File: src/rtl/conv_mac_engine.sv
// conv_mac_engine: serial KxK multiply-accumulate convolution with optional magnitude and output saturation
module conv_mac_engine #(
    parameter int K      = 3,
    parameter int PIX_W  = 4,
    parameter int COEF_W = 5,
    parameter int ACC_W  = 10
) (
    input  logic                    clk,
    input  logic                    rst,
    input  logic                    start,
    input  logic                    mode,
    input  logic [K*K*PIX_W-1:0]    pixels,
    input  logic [K*K*COEF_W-1:0]   filter,
    output logic                    busy,
    output logic                    done,
    output logic [ACC_W-1:0]        conv_out,
    output logic                    sat
);
    localparam int N      = K * K;
    localparam int IDX_W  = $clog2(N);
    localparam int PROD_W = PIX_W + COEF_W + 1;
    localparam int SUM_W  = PROD_W + $clog2(N);
    localparam logic [1:0] S_IDLE = 2'd0, S_MAC = 2'd1, S_DONE = 2'd2;
    localparam logic signed [SUM_W-1:0] MAX_V = SUM_W'((1 << (ACC_W - 1)) - 1);
    localparam logic signed [SUM_W-1:0] MIN_V = ~MAX_V;
    logic [1:0]                 state;
    logic [IDX_W-1:0]           idx;
    logic [N*PIX_W-1:0]         pix_r;
    logic [N*COEF_W-1:0]        coef_r;
    logic                       mode_r;
    logic signed [SUM_W-1:0]    acc;
    logic [PIX_W-1:0]           pix;
    logic [COEF_W-1:0]          coef;
    logic signed [PROD_W-1:0]   prod;
    logic signed [SUM_W-1:0]    mag;
    logic                       clip_hi, clip_lo;
    logic [ACC_W-1:0]           res;
    assign pix     = pix_r[idx*PIX_W +: PIX_W];
    assign coef    = coef_r[idx*COEF_W +: COEF_W];
    assign prod    = $signed({{(COEF_W+1){1'b0}}, pix}) * $signed({{(PIX_W+1){coef[COEF_W-1]}}, coef});
    // acc is wide enough that its negation can never overflow
    assign mag     = (mode_r && acc[SUM_W-1]) ? -acc : acc;
    assign clip_hi = mag > MAX_V;
    assign clip_lo = mag < MIN_V;
    assign res     = clip_hi ? MAX_V[ACC_W-1:0] : clip_lo ? MIN_V[ACC_W-1:0] : mag[ACC_W-1:0];
    assign busy    = state != S_IDLE;
    always_ff @(posedge clk or posedge rst) begin
        if (rst) begin
            state    <= S_IDLE;
            idx      <= '0;
            pix_r    <= '0;
            coef_r   <= '0;
            mode_r   <= 1'b0;
            acc      <= '0;
            done     <= 1'b0;
            conv_out <= '0;
            sat      <= 1'b0;
        end else begin
            done <= 1'b0;
            case (state)
                S_IDLE: if (start) begin
                    pix_r  <= pixels;
                    coef_r <= filter;
                    mode_r <= mode;
                    acc    <= '0;
                    idx    <= '0;
                    state  <= S_MAC;
                end
                S_MAC: begin
                    acc <= acc + {{(SUM_W-PROD_W){prod[PROD_W-1]}}, prod};
                    idx <= idx + 1'b1;
                    if (idx == IDX_W'(N - 1)) state <= S_DONE;
                end
                S_DONE: begin
                    conv_out <= res;
                    sat      <= clip_hi | clip_lo;
                    done     <= 1'b1;
                    state    <= S_IDLE;
                end
                default: state <= S_IDLE;
            endcase
        end
    end
endmodule

File: config.mk
export PLATFORM = sky130hd
export DESIGN_NAME = conv_mac_engine
export DESIGN_NICKNAME = d
export VERILOG_FILES = /design/src/rtl/conv_mac_engine.sv
export SDC_FILE = /design/constraint.sdc
export NUM_CORES = 1
export LEC_CHECK = 0
export BUFFER_PORTS_ARGS = -buffer_cell sky130_fd_sc_hd__buf_2
export CELL_PAD_IN_SITES_DETAIL_PLACEMENT = 1
export CELL_PAD_IN_SITES_GLOBAL_PLACEMENT = 2
export CORE_UTILIZATION = 38
export CTS_CLUSTER_SIZE = 24
export DETAILED_ROUTE_END_ITERATION = 8
export PLACE_DENSITY_LB_ADDON = 0.12
export SLEW_MARGIN = 20
export SYNTH_ARGS = -nofsm -noshare
export SYNTH_HDL_FRONTEND = slang
export SYNTH_SLANG_ARGS = --single-unit
File: constraint.sdc
create_clock -name clk -period 11.75 [get_ports clk]
set_input_delay 0 -clock clk [delete_from_list [all_inputs] [get_ports clk]]
set_output_delay 0 -clock clk [all_outputs]
set_load 0.01 [all_outputs]
==> results_dict.tcl <==
set metrics [dict create \
    drt_iter0_markers 234 \
    leakage_uw 0.00431 \
    yosys.area_share.simple_pct 23.6 \
    synth-edff-count 0 \
    cts_tree "done" \
    port-buffer-count 97 \
    wl_per_cell_um 17.2 \
    synth_ff_type "dfrtp_1" \
    synth_mux_area_share_pct 7.71 \
    max_freq_ghz 0.147 \
    min_period_ns 6.82 \
    crit_chain "buf_4, nor4b_2, nand2_1, o21ai_0, nand2b_1, fa_1, fa_1, fa_1, inv_1, fa_1, a211oi_1, nor4b_1, nand4b_1, ha_1, a21oi_1, o21ai_0, a221o_1, or3_1, a211o_1, nand2_1" \
    antenna_found_initial 0 \
    synth_top_family_by_area "simple AND/OR/NAND/NOR gates" \
    root_buffer "clkbuf_16" \
    r2r_end "acc[13]$_DFFE_PP0P_" \
    clock_skew_ns 0.0166 \
    ys_ff_latch 114 \
    holdPathStages 4 \
    r2r_setup_slack_ns 4.93 \
    first_pass_iters 4 \
    drt-vias-per-instance 5.05 \
    period_share_pct 58.0 \
    syn_inst 748 \
    finalWirelength_um 19900 \
    hold_violations 0 \
    yosysMostFrequentCell "nand2_1" \
    fp.dieArea_mm2 0.0181 \
    synth-xor-area-share_pct 2.36 \
    gp_congestion 0.790 \
    top_level_ports 98 \
    slew_headroom_pct 32.0 \
    synth_nets 879 \
    max_stage_delay_ns 0.72 \
    slew_violations 0 \
    holdCritPathClass "in2reg" \
    required_ns 12.10 \
    cts_sinks 114 \
    crit_path_end "acc[13]$_DFFE_PP0P_" \
    n_fill_cell 1982 \
    worst-setup-path-type "reg2reg" \
    core_area_mm2 0.0172 \
    path_max_fanout 24 \
    antennaDiodeCount 0 \
    rr_startpoint "idx[0]$_DFFE_PP0P_" \
    yosys.cell_types.count 53 \
    cp-end-kind "flop" \
    finalSetupViolations 0 \
    status "completed" \
    die_width_um 135 \
    power_density_mw_per_mm2 365 \
    final_nets 1044 \
    arrival_ns 7.17 \
    cp_slowest_cell "nor4b_2" \
    synth_top_area_share_pct 42.6 \
    worst_slew_pin_slew_ns 1.02 \
    ys_async_sr_fraction_pct 100 \
    yosys.area.top_type "dfrtp_1" \
    critPathLaunch "idx[0]$_DFFE_PP0P_" \
    syn2layout_area_growth_pct 31.0 \
    grt_pass1_wl_um 32700 \
    avgSynthCellArea_um2 8.94 \
    yosysWarnings 0 \
    irDropWorstVdd_mv 0.196 \
    drive_gt1_share_pct 17.9 \
    ant_nets 0 \
    final_cells 1151 \
    synth_fa_ha_area_share_pct 9.50 \
    grt_pass1_vias 6406 \
    p_total_uw 3200 \
    cts_buffers 17 \
    crit_buf_inv 2 \
    synth.area.top_cells "dfrtp_1, nand2_1, ha_1" \
    clk_pin_slew_worst_paths_ns 0.07 \
    worst-path-stages 20 \
    grt_overflow 0 \
    vias 5809 \
    rsz0062_at_grt "false" \
    fp.dieH_um 135 \
    critPathLaunchType "flop" \
    synth.cell_area_mm2 0.00669 \
    crit_top_cell "fa_1" \
    cap_viol_max_count 0 \
    cts_buffer_depth 2 \
    track_usage_pct 23.4 \
    ff2ff_path_depth 20 \
    dp.cells 1036 \
    ctsHtreeMaxLevel 4 \
    synthTopCellsByCount "nand2_1, dfrtp_1, ha_1" \
    grt_max_degree 94 \
    start_util_pct 38.8 \
    fin_setup_tns_ns 0 \
    cpLargestDelayFamily "adder cells" \
    post-route-util_pct 50.8 \
    ys_seq_area_share_pct 42.6 \
    rows 48 \
    clk_latency_ns 0.43 \
    drc 0 \
    synth_compound_area_share_pct 9.95 \
    dp_hpwl_um 13200 \
]
[area by class of cell]
type	count	area, µm²	share of cell area (%)
clock buffers	18	439	5.01
well taps	225	282	3.21
flip-flops and latches	114	2850	32.6
multi-input cells	560	3560	40.6
inverters	36	138	1.57
clock inverters	14	144	1.64
repair buffers	184	1350	15.4
[state kept, by name (all words and copies together) (netlist names)]
| register | count |
|---|---|
| acc | 14 |
| mode_r | 1 |
| conv_out | 10 |
| done | 1 |
| idx | 4 |
| coef_r | 45 |
| sat | 1 |
| state | 2 |
| pix_r | 36 |
[layout by cell type, fill, tap and decap left out, drive strengths merged, types with 3 or more instances in the layout]
master / Yosys / layout
nor2: 23 / 23
xnor2: 11 / 11
and2: 16 / 16
clkbuf: 30 / 18
o21ai: 34 / 34
xor2: 7 / 7
a21oi: 12 / 12
o31ai: 6 / 6
nand2b: 5 / 5
dlygate4sd3: 0 / 83
buf: 8 / 101
nand2: 280 / 280
o21a: 8 / 8
ha: 38 / 38
a21o: 3 / 3
fa: 8 / 8
inv: 36 / 44
nor2b: 5 / 5
mux2i: 11 / 11
mux4: 18 / 18
dfrtp: 114 / 114
o21bai: 3 / 3
nor3: 5 / 5
nand3: 16 / 16
a211oi: 13 / 13
or3: 3 / 3
nor4: 4 / 4
o31a: 3 / 3
clkinv: 0 / 3
[report_power, final]
part	internal, µW	switching [µW]
combinational	846	1090
sequential	584	172
clock	303	210
[per-layer routing]
metal	wire length, µm	global-route usage, %	vias to the layer above
li1	-	-	2825
met1	8590	28.6	2867
met2	10400	41.4	93
met3	568	4.58	24
met4	312	7.43	0
met5	0	0	-
[kinds of logic (layout without fill, tap and decap cells)]
logic type,Yosys count,count (layout)
compound gates,98,98
fa+ha+maj,46,46
buf+inv,74,252
simple gates,369,369
mux,29,29
flops,114,114
xor+xnor,18,18
[worst reg2reg max path, delay by kind of cell, from the launching register on]
kind            cells  cell delay [ns]
buf+inv             2             0.33
fa+ha+maj           5             2.56
flops               1             0.37
compound gates      6             1.59
simple gates        7             1.89
[repair_timing]
item,CTS,global route
endpoints found under the setup margin,0,0
buffers inserted,0,0
hold buffers,83,0
endpoints found under the hold margin,151,0
resized for setup,0,0
[metrics by stage]
stage               hold WS [ns]  cell area, µm²  worst slack (ns)
floorplan                  0.105            6690              5.52
detailed placement         0.195            7350              4.93
finish                     0.299            8760              4.93
global route               0.312            8760              4.41
CTS                        0.282            8760              4.89
global placement           0.188            7350              5.20
[worst min path at each step]
stage                          start                     to  slack [ns]
after global routing       pixels[1]   pix_r[1]$_DFFE_PP0P_        0.31
after global placement    pixels[27]  pix_r[27]$_DFFE_PP0P_        0.19
after floorplan            filter[0]  coef_r[0]$_DFFE_PP0P_        0.11
final                     pixels[19]  pix_r[19]$_DFFE_PP0P_        0.30
after CTS                 pixels[23]  pix_r[23]$_DFFE_PP0P_        0.28
after detailed placement  pixels[23]  pix_r[23]$_DFFE_PP0P_        0.19
(Power assumes the default switching activity.)
